$ cat config.mk
export PLATFORM = sky130hd
export DESIGN_NAME = buffer_readout_ctrl_flat
export DESIGN_NICKNAME = d
export VERILOG_FILES = /design/src/rtl/buffer_readout_ctrl_if.sv /design/src/rtl/buffer_readout_ctrl.sv /design/src/flat_wrapper.sv
export SDC_FILE = /design/constraint.sdc
export NUM_CORES = 1
export LEC_CHECK = 0
export BUFFER_PORTS_ARGS = -buffer_cell sky130_fd_sc_hd__buf_2
export CAP_MARGIN = 20
export CORE_MARGIN = 1.5
export CORE_UTILIZATION = 50
export DETAILED_ROUTE_END_ITERATION = 6
export PLACE_DENSITY = 0.74
export SLEW_MARGIN = 20
export SYNTH_ARGS = -nofsm -noshare
export SYNTH_HDL_FRONTEND = slang
export SYNTH_SLANG_ARGS = --single-unit
$ cat constraint.sdc
create_clock -name clk_i -period 3.8 [get_ports clk_i]
set_input_delay 0 -clock clk_i [delete_from_list [all_inputs] [get_ports clk_i]]
set_output_delay 0 -clock clk_i [all_outputs]
set_load 0.01 [all_outputs]
$ cat src/rtl/buffer_readout_ctrl_if.sv
// RAM read port and sample stream of the ping-pong buffer readout block.
// The master side is the controller; the slave side is the RAM and the stream sink.
interface buffer_readout_ctrl_if #(
    parameter int DATA_WIDTH = 16,
    parameter int ADDR_WIDTH = 8
);
    logic                  rd_en_o;
    logic [ADDR_WIDTH-1:0] rd_addr_o;
    logic [DATA_WIDTH-1:0] rd_data_i;
    logic                  rd_data_valid_i;
    logic                  out_valid_o;
    logic                  out_ready_i;
    logic [DATA_WIDTH-1:0] out_data_o;
    logic                  out_last_o;
    logic                  out_buf_id_o;

    modport master (
        output rd_en_o, rd_addr_o, out_valid_o, out_data_o, out_last_o, out_buf_id_o,
        input  rd_data_i, rd_data_valid_i, out_ready_i
    );

    modport slave (
        input  rd_en_o, rd_addr_o, out_valid_o, out_data_o, out_last_o, out_buf_id_o,
        output rd_data_i, rd_data_valid_i, out_ready_i
    );
endinterface

$ cat src/rtl/buffer_readout_ctrl.sv
// Streams a filled half-buffer out of RAM; first sample 3 cycles after the ready pulse, 1 sample/cycle.
// Reads are throttled so a 2-entry skid FIFO absorbs any out_ready_i stall without loss.
module buffer_readout_ctrl #(
    parameter int DATA_WIDTH      = 16,
    parameter int SAMPLES_PER_BUF = 256,
    parameter int ADDR_WIDTH      = $clog2(SAMPLES_PER_BUF)
) (
    input  logic                  clk_i,
    input  logic                  rst_ni,
    input  logic                  enable_i,
    input  logic                  buf_ready_pulse_i,
    input  logic                  buf_ready_id_i,
    input  logic                  clr_overrun_i,
    buffer_readout_ctrl_if.master bus,
    output logic                  busy_o,
    output logic [7:0]            overrun_cnt_o
);
    localparam logic [ADDR_WIDTH-1:0] LAST_ADDR = ADDR_WIDTH'(SAMPLES_PER_BUF - 1);

    typedef enum logic [1:0] {IDLE, READ, DRAIN} state_t;

    typedef struct packed {
        logic                  last;
        logic [DATA_WIDTH-1:0] dat;
    } smp_t;

    state_t                state_q, state_d;
    logic [ADDR_WIDTH-1:0] addr_q, addr_d;
    logic                  cur_id_q, cur_id_d;
    logic                  pend_q, pend_d;
    logic                  pend_id_q, pend_id_d;
    logic                  inflight_q;
    logic                  inflight_last_q;
    logic [7:0]            ovr_q;

    smp_t                  fifo_mem [2];
    smp_t                  head;
    logic                  wr_ptr_q, rd_ptr_q;
    logic [1:0]            fifo_cnt_q;

    logic                  pulse_acc;
    logic                  push, pop;
    logic                  rd_en;
    logic                  drain_exit;
    logic [2:0]            occupancy;

    assign pulse_acc = enable_i & buf_ready_pulse_i;
    assign push      = bus.rd_data_valid_i;
    assign pop       = bus.out_valid_o & bus.out_ready_i;
    assign head      = fifo_mem[rd_ptr_q];

    // Samples already held plus the one still in the RAM pipe, after this cycle's pop.
    assign occupancy = {1'b0, fifo_cnt_q} + {2'b00, inflight_q} - {2'b00, pop};

    assign bus.rd_en_o      = rd_en;
    assign bus.rd_addr_o    = addr_q;
    assign bus.out_valid_o  = (fifo_cnt_q != 2'd0);
    assign bus.out_data_o   = head.dat;
    assign bus.out_last_o   = bus.out_valid_o & head.last;
    assign bus.out_buf_id_o = cur_id_q;
    assign busy_o           = (state_q != IDLE);
    assign overrun_cnt_o    = ovr_q;

    always_comb begin
        state_d    = state_q;
        addr_d     = addr_q;
        cur_id_d   = cur_id_q;
        pend_d     = pend_q;
        pend_id_d  = pend_id_q;
        rd_en      = 1'b0;
        drain_exit = 1'b0;
        case (state_q)
            IDLE: begin
                if (pulse_acc) begin
                    state_d  = READ;
                    addr_d   = '0;
                    cur_id_d = buf_ready_id_i;
                end
            end
            READ: begin
                rd_en = (occupancy < 3'd2);
                if (rd_en) begin
                    if (addr_q == LAST_ADDR) begin
                        state_d = DRAIN;
                    end else begin
                        addr_d = addr_q + ADDR_WIDTH'(1);
                    end
                end
                if (pulse_acc) begin
                    pend_d    = 1'b1;
                    pend_id_d = buf_ready_id_i;
                end
            end
            DRAIN: begin
                drain_exit = pop & head.last;
                if (drain_exit) begin
                    // A pulse landing on the exit edge is the newest request and wins over the stored one.
                    if (pulse_acc || pend_q) begin
                        state_d  = READ;
                        addr_d   = '0;
                        cur_id_d = pulse_acc ? buf_ready_id_i : pend_id_q;
                        pend_d   = 1'b0;
                    end else begin
                        state_d = IDLE;
                    end
                end else if (pulse_acc) begin
                    pend_d    = 1'b1;
                    pend_id_d = buf_ready_id_i;
                end
            end
            default: begin
                state_d = IDLE;
            end
        endcase
    end

    always_ff @(posedge clk_i or negedge rst_ni) begin
        if (!rst_ni) begin
            state_q         <= IDLE;
            addr_q          <= '0;
            cur_id_q        <= 1'b0;
            pend_q          <= 1'b0;
            pend_id_q       <= 1'b0;
            inflight_q      <= 1'b0;
            inflight_last_q <= 1'b0;
        end else begin
            state_q         <= state_d;
            addr_q          <= addr_d;
            cur_id_q        <= cur_id_d;
            pend_q          <= pend_d;
            pend_id_q       <= pend_id_d;
            inflight_q      <= rd_en;
            inflight_last_q <= rd_en & (addr_q == LAST_ADDR);
        end
    end

    always_ff @(posedge clk_i or negedge rst_ni) begin
        if (!rst_ni) begin
            ovr_q <= 8'd0;
        end else if (clr_overrun_i) begin
            ovr_q <= 8'd0;
        end else if (busy_o && pulse_acc && !drain_exit && (ovr_q != 8'hFF)) begin
            ovr_q <= ovr_q + 8'd1;
        end
    end

    always_ff @(posedge clk_i or negedge rst_ni) begin
        if (!rst_ni) begin
            wr_ptr_q   <= 1'b0;
            rd_ptr_q   <= 1'b0;
            fifo_cnt_q <= 2'd0;
        end else begin
            if (push) begin
                wr_ptr_q <= ~wr_ptr_q;
            end
            if (pop) begin
                rd_ptr_q <= ~rd_ptr_q;
            end
            case ({push, pop})
                2'b10:   fifo_cnt_q <= fifo_cnt_q + 2'd1;
                2'b01:   fifo_cnt_q <= fifo_cnt_q - 2'd1;
                default: fifo_cnt_q <= fifo_cnt_q;
            endcase
        end
    end

    // Storage needs no reset: an empty FIFO never presents its head.
    always_ff @(posedge clk_i) begin
        if (push) begin
            fifo_mem[wr_ptr_q] <= '{last: inflight_last_q, dat: bus.rd_data_i};
        end
    end
endmodule

$ cat src/flat_wrapper.sv
// flat-port wrapper written by rule: the top's interface ports become plain ports
module buffer_readout_ctrl_flat 
#(
    parameter int DATA_WIDTH      = 16,
    parameter int SAMPLES_PER_BUF = 256,
    parameter int ADDR_WIDTH      = $clog2(SAMPLES_PER_BUF)
)
  (clk_i, rst_ni, enable_i, buf_ready_pulse_i, buf_ready_id_i, clr_overrun_i, busy_o, overrun_cnt_o, bus_rd_en_o, bus_rd_addr_o, bus_out_valid_o, bus_out_data_o, bus_out_last_o, bus_out_buf_id_o, bus_rd_data_i, bus_rd_data_valid_i, bus_out_ready_i);
  buffer_readout_ctrl_if #(.DATA_WIDTH(DATA_WIDTH), .ADDR_WIDTH(ADDR_WIDTH)) bus_i ();
  input  logic clk_i;
  input  logic rst_ni;
  input  logic enable_i;
  input  logic buf_ready_pulse_i;
  input  logic buf_ready_id_i;
  input  logic clr_overrun_i;
  output logic busy_o;
  output logic [7:0] overrun_cnt_o;
  output wire logic [$bits(bus_i.rd_en_o)-1:0] bus_rd_en_o;
  output wire logic [$bits(bus_i.rd_addr_o)-1:0] bus_rd_addr_o;
  output wire logic [$bits(bus_i.out_valid_o)-1:0] bus_out_valid_o;
  output wire logic [$bits(bus_i.out_data_o)-1:0] bus_out_data_o;
  output wire logic [$bits(bus_i.out_last_o)-1:0] bus_out_last_o;
  output wire logic [$bits(bus_i.out_buf_id_o)-1:0] bus_out_buf_id_o;
  input wire logic [$bits(bus_i.rd_data_i)-1:0] bus_rd_data_i;
  input wire logic [$bits(bus_i.rd_data_valid_i)-1:0] bus_rd_data_valid_i;
  input wire logic [$bits(bus_i.out_ready_i)-1:0] bus_out_ready_i;
  assign bus_rd_en_o = bus_i.rd_en_o;
  assign bus_rd_addr_o = bus_i.rd_addr_o;
  assign bus_out_valid_o = bus_i.out_valid_o;
  assign bus_out_data_o = bus_i.out_data_o;
  assign bus_out_last_o = bus_i.out_last_o;
  assign bus_out_buf_id_o = bus_i.out_buf_id_o;
  assign bus_i.rd_data_i = bus_rd_data_i;
  assign bus_i.rd_data_valid_i = bus_rd_data_valid_i;
  assign bus_i.out_ready_i = bus_out_ready_i;
  buffer_readout_ctrl #(.DATA_WIDTH(DATA_WIDTH), .SAMPLES_PER_BUF(SAMPLES_PER_BUF), .ADDR_WIDTH(ADDR_WIDTH)) u_core (.clk_i(clk_i), .rst_ni(rst_ni), .enable_i(enable_i), .buf_ready_pulse_i(buf_ready_pulse_i), .buf_ready_id_i(buf_ready_id_i), .clr_overrun_i(clr_overrun_i), .bus(bus_i), .busy_o(busy_o), .overrun_cnt_o(overrun_cnt_o));
endmodule
### Yosys cells after proc, flatten, opt, wreduce, memory -nomap -nowiden

Memory sizes are Yosys's and may differ from the RTL's.
Cells that the tools add are included.

| cells by class | value |
|---|---|
| add/sub/neg operators | 6 |
| $mul | 0 |
| div/mod/pow operators | 0 |
| order comparisons | 1 |
| eq/ne operators | 14 |
| shift-type cells | 0 |
| muxes and demuxes | 30 |
| bitwise operators | 7 |
| reduce and logical (&&, ||, !) cells | 18 |

Operator list:

| kind | number |
|---|---|
| 8-bit 2-to-1 mux | 7 |
| 8-bit one-hot mux with 3 select lines | 1 |
| 8-bit by 1-bit adder with 8-bit output (second input constant) | 2 |
| 1-bit 2-to-1 mux | 13 |
| 2-bit nonzero test | 6 |
| 2-bit by 1-bit != test with 1-bit output (second input constant) | 5 |
| 8-bit == test (second input constant) | 1 |
| 2-bit 2-to-1 mux | 4 |
| 8-bit != test (second input constant) | 1 |
| 4-bit AND reduction | 2 |
| 1-bit one-hot mux with 2 select lines | 3 |
| 2-bit one-hot mux with 3 select lines | 1 |
| 6-bit AND reduction | 1 |
| 1-bit AND | 5 |
| 2-bit by 1-bit == test with 1-bit output (second input constant) | 2 |
| 2-bit == test (second input constant) | 2 |
| 2-bit != test (second input constant) | 2 |
| 2-bit one-hot mux with 2 select lines | 1 |
| 2-bit AND reduction | 2 |
| 2-bit by 1-bit adder with 3-bit output | 1 |
| 1-bit logical AND | 3 |
| 3-bit by 2-bit < comparator with 1-bit output (second input constant) | 1 |
| 3-bit != test (second input constant) | 1 |
| 3-bit nonzero test | 1 |
| other kinds (7) | 8 |

| word-level totals | value |
|---|---|
| register bits after elaboration | 27 |
| latch bits | 0 |
| bits in writable memories | 34 |
| bits in read-only memories | 0 |
| output and inout bits | 37 |
| word-level logic and storage cells | 88 |
| memories kept | 1 |

Memories:

| name | words | width | read ports | clocked after Yosys merged registers in | wr ports | line | RTL |
|---|---|---|---|---|---|---|---|
| u_core.fifo_mem | 2 | 17 | 1 | 0 | 1 | buffer_readout_ctrl.sv:36 | `smp_t fifo_mem [2];` |

### Logic depth before layout (Yosys ltp)

| depth | value |
|---|---|
| word-level depth | 9 |
| mapped depth | 9 |
| depth with buffers taken out | 9 |

### Worst setup path before layout

OpenSTA, ideal clock, no wires.

| timing path | value |
|---|---|
| kind | flip-flop to flip-flop |
| from | register u_core.fifo_cnt_q[1] |
| to | register u_core.state_q[0] |
| setup time | 125 ps |
| arrival time | 2729 ps |
| path slack | 946 ps |
| stages on the path, launching flop included | 10 |
| period minus slack after synthesis | 2854 ps |
| cells stage by stage | dfrtp_1 -> o21ai_2 -> inv_1 -> ha_1 -> nand2b_1 -> fa_1 -> xnor2_2 -> nand4_1 -> a211oi_1 -> mux2_2 |

| on the way | value |
|---|---|
| longest elaborated chain between the ends | 6 |
| elaborated cells between the ends (all ways) | 9 |
| those cells by class | add/sub: 2; order compare: 1; eq/ne: 2; bitwise: 2; reduce/logical: 2 |

Ends and longest elaborated chain:

| element | line | RTL |
|---|---|---|
| start: declaration | buffer_readout_ctrl.sv:39 | `logic [1:0] fifo_cnt_q;` |
| start signal: assignment | buffer_readout_ctrl.sv:160 | `2'b10: fifo_cnt_q <= fifo_cnt_q + 2'd1;` |
| start signal: assignment | buffer_readout_ctrl.sv:161 | `2'b01: fifo_cnt_q <= fifo_cnt_q - 2'd1;` |
| start signal: assignment | buffer_readout_ctrl.sv:162 | `default: fifo_cnt_q <= fifo_cnt_q;` |
| 2-bit nonzero test (*) | buffer_readout_ctrl.sv:57 | `assign bus.out_valid_o = (fifo_cnt_q != 2'd0);` |
| 1-bit AND (*) | buffer_readout_ctrl.sv:49 | `assign pop = bus.out_valid_o & bus.out_ready_i;` |
| net u_core.pop | buffer_readout_ctrl.sv:42 | `logic push, pop;` |
| 3-bit by 1-bit subtractor with 3-bit output | buffer_readout_ctrl.sv:53 | `assign occupancy = {1'b0, fifo_cnt_q} + {2'b00, inflight_q} - {2'b00, pop};` |
| 3-bit by 2-bit < comparator with 1-bit output | buffer_readout_ctrl.sv:81 | `rd_en = (occupancy < 3'd2);` |
| 2-bit by 1-bit != test with 1-bit output (no line) | -- |  |
| 4-bit AND reduction (no line) (*) | -- |  |
| end signal: assignment | buffer_readout_ctrl.sv:127 | `state_q <= state_d;` |
| end: declaration | buffer_readout_ctrl.sv:27 | `state_t state_q, state_d;` |

Mark *: on every way through the listed nets, which the timed path passes. The rest lies on a longest branch.
A chain may end at the register's enable or synchronous reset.

### Worst setup path in the final report

Same ends and word-level chain as after synthesis.

==> reports/metrics.yaml <==
sta:
  finalMaxSlewViolations: 0
  fin_ws_ns: 0.695
  fin_crit_sh_pct: 81.7
  fmax_mhz: 322
  setup_viol: 0
  period_minus_slack_ns: 3.11
  rsz0062_at_grt: "false"
  finalHoldViolations: 0
  tns_ns: 0
  maxSlewHeadroom_pct: 38.4
  tightest_slew_ns: 0.922
  clock_skew_ns: 0.00864
floorplanning:
  die_h_um: 79.8
  dieArea_mm2: 0.00637
  start_util_pct: 52.6
  coreArea_mm2: 0.00561
  dieWidth_um: 79.8
  rows: 27
  pin_count: 61
placed_design:
  dp_hpwl_mm: 3.92
  place.gp.congestion: 0.794
  dpl.cell_count: 361
  post-place-ws_ns: 0.710
  port-buffer-count: 60
drt:
  routed_via_density: 5.47
  drcViolationCount: 0
  num_vias: 2170
  routed_wirelength_mm: 5.88
  drtPass1Iterations: 4
  wire_per_inst_um: 14.8
  drt_iter0_markers: 72
  ant_nets: 0
yosys:
  yosys.area_share.adder_pct: 4.50
  synthSimpleGateAreaFrac_pct: 11.2
  ys_ff_latch: 61
  synth-compound-area-share_pct: 14.1
  synth_xor_area_share_pct: 2.04
  synth_top_family_by_area: "compound AO/OA/AOI/OAI gates"
  yosys.cell_types.count: 56
  yosysTopAreaCellShare_pct: 34.6
  synthMuxAreaShare_pct: 7.59
  synth_area_leaders: "edfxtp_1 35%, dfrtp_1 23%, mux2_2 6.5%, ha_1 3.8%, o21ai_0 1.9%"
  ys_seq_area_share_pct: 57.5
  netlist_instances: 233
  netlist_area_mm2: 0.00295
  synth_edf_count: 34
  yosysTopAreaCell: "edfxtp_1"
  yosys_warnings: 0
  syn_area_per_cell_um2: 12.7
  async_reset_ff_share_pct: 44.3
  synthFlopType: "edfxtp_1"
  syn_nets: 267
setup_path:
  path_delay_family: "adder cells"
  r2r_cells: 9
  crit_path_max_incr_delay_ns: 0.47
  worstSetupEndpoint: "u_core.state_q[0]$_DFFE_PN0P_"
  crit_start: "u_core.fifo_cnt_q[1]$_DFFE_PN0P_"
  cp_slowest_cell: "dfrtp_1"
  path_cells: "o21ai_2, inv_1, ha_1, nand2b_1, fa_1, xnor2_2, nand4_1, a211oi_1, mux2_2"
  cp-start-kind: "register"
  worst-path-buf-inv: 1
  cp-end-kind: "register"
  r2r_end: "u_core.state_q[0]$_DFFE_PN0P_"
  r2r_slack_ns: 0.69
  cp.arrival_ns: 3.33
  r2r_start: "u_core.fifo_cnt_q[1]$_DFFE_PN0P_"
  critPathMaxFanout: 8
  crit_type: "reg2reg"
  cp.required_ns: 4.02
  worstSetupPathDepth: 9
run_status:
  status: "completed"
global_route:
  grt_max_degree: 28
  gr-total-overflow: 0
  grt_pass1_vias: 2107
  grt_pass1_wl_mm: 9.65
  grt_usage_pct: 20.1
  antenna_found_initial: 0
clocking:
  clockBufferDepth: 2
  clk_pin_slew_ns: 0.06
  cts_root_buf: "clkbuf_8"
  clock_latency_ns: 0.34
  h-tree-depth: 3
  cts_buffers: 9
  cts_tree: "done"
  cts.sinks: 61
worst_hold_path:
  hold_class: "in2reg"
  hp-start: "bus_out_ready_i"
cells_and_area:
  area_growth_syn_to_layout_pct: 24.8
  final_nets: 354
  post-route-util_pct: 65.6
  num_antenna_cells: 0
  finalNonFillerCells: 397
  fillerInstances: 454
  drive_gt1_share_pct: 30.5
pwr:
  cellLeakagePower_uw: 0.00153
  p_per_area_mw_per_mm2: 601
  vdd_drop_max_mv: 0.342
  power_uw: 2210
flow_run:
  cap_viol_max_count: 0
==> placed cells by master, fill, tap and decap left out, types with 3 or more instances in the layout <==
cell type      Yosys  routed
buf_2              1      60
edfxtp_1          34      34
dfrtp_1           27      27
dlygate4sd3_1      0      20
mux2_2            17      17
inv_1             13      13
nor2_1            12      12
o21ai_0           11      11
nand2_1           10      10
clkbuf_8           0      10
a21oi_1            9       9
ha_1               9       9
nand3_1            7       7
nor3_1             5       5
nand2b_1           4       4
and3_1             4       4
nand4_1            4       4
o31ai_1            4       4
a211o_1            3       3
o311ai_0           3       3
or4_1              3       3
xnor2_1            3       3
clkinv_2           0       3
clkbuf_1           3       3
==> repair_timing <==
action                    in CTS  in global routing
hold endpoints to repair      66                  0
setup buffers                  0                  0
gates resized for setup        0                  0
hold buffers                  20                  0
==> cell usage after synthesis, drive strengths merged, types with 2 or more instances <==
cell type  count
xnor2          4
xor2           2
clkbuf         3
o2111ai        2
nand4          4
buf            3
nand3          7
inv           13
a211o          3
o41ai          2
or4            3
nand2         10
nor3           5
mux2i          2
or2            2
and2           3
a21oi          9
nor2          12
o21ai         12
dfrtp         27
or3            2
and4           2
o31ai          4
a21boi         2
a31oi          2
o211ai         2
a32o           2
nand2b         4
o311ai         6
ha             9
and3           4
mux2          17
edfxtp        34
==> metrics by stage <==
step           hold slack (ns)  instance area (um2)
2_1_floorplan           -0.296                 2950
5_1_grt                 0.0663                 3680
6_report                0.0447                 3680
4_1_cts                 0.0311                 3680
3_5_place_dp            0.0653                 3320
3_3_place_gp            0.0561                 3320
==> tightest hold or removal path, stage by stage <==
cell and delay (ns):
buf_2 0.11, o21ai_2 0.15, xnor2_1 0.08
==> state kept, by name (all words and copies together), names as in the netlist, 2 cells and up <==
register              count
u_core.fifo_mem          34
u_core.bus.rd_addr_o      8
u_core.fifo_cnt_q         2
u_core.overrun_cnt_o      8
u_core.state_q            2
==> worst min-delay path by stage <==
stage / end / slack [ns] / cells past startpoint
4_1_cts: u_core.rd_ptr_q$_DFFE_PN0P_ / 0.03 / 3
5_1_grt: u_core.rd_ptr_q$_DFFE_PN0P_ / 0.07 / 3
6_report: u_core.rd_ptr_q$_DFFE_PN0P_ / 0.04 / 3
3_3_place_gp: u_core.overrun_cnt_o[3]$_DFFE_PN0P_ / 0.06 / 1
2_1_floorplan: u_core.bus.out_buf_id_o$_DFFE_PN0P_ / -0.30 / 0
3_5_place_dp: u_core.overrun_cnt_o[3]$_DFFE_PN0P_ / 0.07 / 1
==> layer usage <==
metal	vias up	wire [um]	share of wire [%]	global-route usage, %
met5	-	0	0	0
li1	1070	-	-	-
met3	9	362	6.2	6.17
met1	1034	2620	44	24.2
met4	0	104	1.8	9.31
met2	57	2800	48	33.1
==> cell families after synthesis <==
family          Yosys count
compound gates           57
xor+xnor                  6
fa+ha+maj                10
buf+inv                  19
flops                    61
mux                      19
simple gates             61
==> final cells by class <==
class,count,area [um2],area share (%)
Tap cell,72,90.1,2.45
Clock inverter,3,15.0,0.408
Sequential cell,61,1700,46.1
Multi-Input combinational cell,153,1160,31.7
Timing Repair Buffer,82,515,14.0
Clock buffer,13,149,4.05
Inverter,13,48.8,1.33
==> report_power, final <==
| group | switching (uW) | leakage, uW | internal (uW) | total, uW |
|---|---|---|---|---|
| Clock | 238 | 0.0000872 | 252 | 490 |
| Combinational | 407 | 0.000785 | 372 | 779 |
| Sequential | 96.3 | 0.000657 | 847 | 943 |
(Power assumes the default switching activity.)
